--- src/rtl/mesh_term_sink.sv ---
// Mesh terminal sink: drains one router terminal FIFO into a local
// show-ahead buffer, tagging and counting misrouted packets.
module mesh_term_sink #(
  parameter int         pckg_sz    = 20,
  parameter int         fifo_depth = 4,
  parameter logic [7:0] bdcst      = 8'hFF,
  parameter logic [3:0] TERM_ROW   = 4'd0,
  parameter logic [3:0] TERM_COL   = 4'd0
) (
  input  logic               clk,
  input  logic               reset,
  input  logic               pndng,
  input  logic [pckg_sz-1:0] data_out,
  output logic               pop,
  input  logic               rd_en,
  output logic               rd_valid,
  output logic [pckg_sz-1:0] rd_data,
  output logic               rd_misroute,
  output logic               full,
  output logic [15:0]        pkt_cnt,
  output logic [15:0]        err_cnt
);

  localparam int AW = (fifo_depth > 1) ? $clog2(fifo_depth) : 1;
  localparam logic [AW-1:0] PTR_ONE = 1;
  localparam logic [AW:0] DEPTH = (AW+1)'(fifo_depth);

  typedef enum logic [1:0] {
    IDLE,
    POP,
    SETTLE
  } state_t;

  state_t state;

  logic [pckg_sz-1:0]    mem [fifo_depth];
  logic [fifo_depth-1:0] mis_mem;
  logic [AW-1:0]         wr_ptr;
  logic [AW-1:0]         rd_ptr;
  logic [AW:0]           count;

  logic [7:0] dst;
  logic       is_local;
  logic       is_bcast;
  logic       is_mis;
  logic       wr;
  logic       rd;

  assign dst      = data_out[pckg_sz-9 -: 8];
  assign is_local = (dst == {TERM_ROW, TERM_COL});
  assign is_bcast = (dst == bdcst);
  assign is_mis   = !is_local && !is_bcast;

  // The capture happens on the edge that closes the pop cycle.
  assign wr = (state == POP);
  assign rd = rd_en && rd_valid;

  assign rd_valid    = (count != '0);
  assign full        = (count == DEPTH);
  assign rd_data     = rd_valid ? mem[rd_ptr] : '0;
  assign rd_misroute = rd_valid ? mis_mem[rd_ptr] : 1'b0;

  always_ff @(posedge clk) begin
    if (!reset) begin
      state <= IDLE;
      pop   <= 1'b0;
    end else begin
      unique case (state)
        IDLE: begin
          if (pndng && !full) begin
            state <= POP;
            pop   <= 1'b1;
          end
        end
        POP: begin
          state <= SETTLE;
          pop   <= 1'b0;
        end
        SETTLE: begin
          state <= IDLE;
          pop   <= 1'b0;
        end
        default: begin
          state <= IDLE;
          pop   <= 1'b0;
        end
      endcase
    end
  end

  always_ff @(posedge clk) begin
    if (!reset) begin
      wr_ptr  <= '0;
      rd_ptr  <= '0;
      count   <= '0;
      pkt_cnt <= '0;
      err_cnt <= '0;
    end else begin
      if (wr) begin
        wr_ptr <= wr_ptr + PTR_ONE;
        if (pkt_cnt != 16'hFFFF) pkt_cnt <= pkt_cnt + 16'd1;
        if (is_mis && err_cnt != 16'hFFFF) err_cnt <= err_cnt + 16'd1;
      end
      if (rd) rd_ptr <= rd_ptr + PTR_ONE;
      count <= count + {{AW{1'b0}}, wr} - {{AW{1'b0}}, rd};
    end
  end

  // Storage is not cleared; emptiness is carried by the pointers.
  always_ff @(posedge clk) begin
    if (reset && wr) begin
      mem[wr_ptr]     <= data_out;
      mis_mem[wr_ptr] <= is_mis;
    end
  end

endmodule

--- config.mk ---
export PLATFORM = sky130hd
export DESIGN_NAME = mesh_term_sink
export DESIGN_NICKNAME = d
export VERILOG_FILES = /design/src/rtl/mesh_term_sink.sv
export SDC_FILE = /design/constraint.sdc
export NUM_CORES = 1
export LEC_CHECK = 0
export ABC_AREA = 1
export CORE_MARGIN = 4
export CORE_UTILIZATION = 40
export CTS_CLUSTER_SIZE = 8
export DETAILED_ROUTE_END_ITERATION = 8
export GPL_TIMING_DRIVEN = 0
export PLACE_DENSITY = 0.6
export SLEW_MARGIN = 40
export SYNTH_ARGS = -nofsm -noshare
export SYNTH_HDL_FRONTEND = slang
export SYNTH_SLANG_ARGS = --single-unit
--- constraint.sdc ---
create_clock -name clk -period 6.1 [get_ports clk]
set_input_delay 1.525 -clock clk [delete_from_list [all_inputs] [get_ports clk]]
set_output_delay 1.525 -clock clk [all_outputs]
set_load 0.05 [all_outputs]
==> impl_metrics.py <==
metrics = {
    "timing": {
        "fin_crit_sh": 0.6828,
        "worst_pin_slew_ns": 0.5591,
        "whs_ns": 0.4487,
        "fin_worst_skew_ns": 0.006375,
        "rsz0062_at_grt": "no",
        "fmax_mhz": 240.1,
        "final.setup.tns_ns": 0,
        "min_period_ns": 4.165,
        "max-slew-margin-rel": 0.6273,
        "setup_viol": 0,
        "final_hold_viol_count": 0,
        "slew_violations": 0,
    },
    "routing": {
        "dr.first_iter.drc_count": 267,
        "met1_length_microns": 6100,
        "routed_via_density": 4.886,
        "route.vias.total": 4661,
        "drc": 0,
        "totalWireLength_microns": 13790,
        "wl_met3_microns": 764,
        "wl_met2_microns": 6705,
        "routedWlPerCell_microns": 14.45,
        "top_layer": "met4",
        "drt_pass1_iterations": 4,
        "ant_nets": 0,
    },
    "synthesis": {
        "synth_cells": 659,
        "synth_fp_nets": 692,
        "synth_compound_area_frac": 0.08073,
        "synthXorXnorAreaFrac": 0.004485,
        "synth-simple-area-share": 0.2471,
        "yosysTopAreaCell": "edfxtp_1",
        "synth-edff-count": 84,
        "synth_fa_ha_area_frac": 0.02050,
        "synth_area_leaders": "edfxtp_1, dfxtp_1, nor2_1",
        "synth_ff_type": "edfxtp_1",
        "synth_top_family_by_area": "simple AND/OR/NAND/NOR gates",
        "avgSynthCellArea_sq_um": 8.889,
        "synth_top_area_frac": 0.4306,
        "async_flop_share": 0,
        "syn-cell-area_sq_mm": 0.005858,
        "synth.distinct_cells": 31,
        "seq_area_frac_synth": 0.5809,
        "ys_ff_latch": 128,
        "yosys_warnings": 0,
        "muxShareOfSynthArea": 0,
    },
    "job": {
        "max-cap-violations": 0,
    },
    "worst_hold_path": {
        "hold_path_end": "pop",
        "hp-class": "reg -> reg",
        "min_from": "pop",
        "whs_path_depth": 2,
    },
    "floorplanning": {
        "core.rowCount": 43,
        "die-height_microns": 129.0,
        "core_area_sq_mm": 0.01410,
        "die-area_sq_mm": 0.01664,
        "start_util": 0.4156,
        "io_pins": 80,
        "die_w_microns": 129.0,
    },
    "setup_path": {
        "worstRegToRegCells": 8,
        "critPathCaptureType": "output port",
        "path_max_fanout": 10,
        "criticalPathCategory": "reg -> out",
        "required_ns": 4.58,
        "cp.arrival_ns": 2.64,
        "ff2ff_setup_slack_ns": 3.79,
        "start_kind": "register",
        "r2r_end": "count[2]",
        "r2r_start": "count[0]",
    },
    "global_route": {
        "gr-usage-all-layers": 0.1740,
        "grt_pass1_wl_microns": 22560,
        "grt_max_degree": 17,
        "antenna_found_initial": 0,
        "grt_pass1_vias": 4637,
        "gr-total-overflow": 0,
    },
    "cells_and_area": {
        "final_common_cell": "nor2_1",
        "layoutNonFillerInstCount": 954,
        "drive_gt1_frac": 0.1085,
        "diodes": 0,
        "layout_common_cells": "nor2_1, nand2_1, edfxtp_1, clkdlybuf4s50_1, inv_1",
        "fillCellCount": 1279,
        "area_growth_pct": 29.13,
        "final_nets": 794,
    },
    "clock_network": {
        "cts_tree": "yes",
        "path_clk_slew_ns": 0.05,
        "cts-root-buf": "clkbuf_16",
        "h-tree-depth": 4,
        "hold_buffers": 0,
        "cts_buffer_depth": 2,
        "cts_made_buffers": 17,
        "cts_resized": 0,
        "cts_setup_buffers": 0,
        "clkSinkCount": 128,
        "clock_latency_ns": 0.41,
    },
    "power": {
        "ir_drop_v": 0.0002029,
        "leakagePower_nw": 2.821,
        "power.density_mw_per_mm2": 376.6,
    },
    "place": {
        "hpwl_microns": 9498,
        "gp_congestion": 0.8397,
        "placedCellCount": 922,
        "io_buffer_count": 79,
    },
    "status": {
        "status": "finished, final reports clean",
    },
}
-- logic make-up after synthesis --
group	Yosys count
AO/OA/AOI/OAI	94
XOR/XNOR	3
adder cells (fa/ha/maj)	9
buffers and inverters	95
flip-flops	128
AND/OR/NAND/NOR	330
-- synthesized netlist by cell type, types with 2 or more instances --
| cell type | count |
|---|---|
| o21ai_0 | 52 |
| nand2_1 | 96 |
| buf_1 | 2 |
| nand3_1 | 32 |
| edfxtp_1 | 84 |
| nor3_1 | 4 |
| nor2_4 | 4 |
| nand4_1 | 5 |
| buf_2 | 7 |
| a21oi_1 | 40 |
| nor2_1 | 154 |
| nand2_2 | 7 |
| nor2_2 | 19 |
| dfxtp_1 | 44 |
| ha_1 | 8 |
| inv_1 | 68 |
| inv_2 | 3 |
| nand3_2 | 4 |
| buf_6 | 3 |
| clkbuf_1 | 11 |
| xnor2_1 | 2 |
-- stage by stage --
step	setup WS, ns	total power [mW]	util	area, sq um
2_1_floorplan	2.963	1.590	-	5858
3_3_place_gp	1.658	1.883	0.4877	6874
3_5_place_dp	2.369	1.906	0.4967	7002
4_1_cts	1.919	2.882	0.5367	7565
5_1_grt	1.791	2.985	0.5367	7565
6_report	1.935	2.849	0.5367	7565
-- worst max path at each step --
stage | start | endpoint | slack, ns
floorplan | register | rd_data[10] | 2.96
global placement | reset | mem[1][2] | 1.66
detailed placement | count[0] | rd_data[6] | 2.37
CTS | count[0] | rd_data[6] | 1.92
global route | register | rd_data[8] | 1.79
finish | register | rd_data[6] | 1.93
-- flip-flops by register name (all words and copies together), names as in the netlist, named ones only --
register / count
mis_mem: 4
mem: 80
state: 2
pkt_cnt: 16
wr_ptr: 2
rd_ptr: 2
err_cnt: 16
pop: 1
count: 3
-- worst max-delay path, stage by stage (launching register included) --
cell	delay, ns
dfxtp_1	0.30
clkbuf_1	0.12
inv_1	0.11
clkbuf_1	0.42
o21ai_0	0.17
a21oi_1	0.26
clkdlybuf4s50_1	0.86
-- layout make-up --
type | instances | area [sq um] | share of cell area
Buffer | 23 | 117.6 | 0.01555
Clock buffer | 25 | 475.5 | 0.06285
Clock inverter | 7 | 87.58 | 0.01158
Inverter | 72 | 270.3 | 0.03573
Multi-Input combinational cell | 436 | 2097 | 0.2772
Sequential cell | 128 | 3403 | 0.4499
Tap cell | 180 | 225.2 | 0.02977
Timing Repair Buffer | 83 | 888.4 | 0.1174
-- routing by layer --
layer,GRT usage,vias to the layer above
met1,0.2202,2174
met3,0.04287,21
met4,0.06362,0
li1,-,2357
met5,0,-
met2,0.2902,109
-- power breakdown --
group          leakage [nW]  total [mW]  switching (mW)  internal [mW]
clock network         0.275       0.970           0.350          0.620
logic                  1.44       0.889           0.618          0.271
registers              1.11       0.990          0.0268          0.963
total                  2.82        2.85           0.996           1.85
Power figures use the tool's default switching activity.
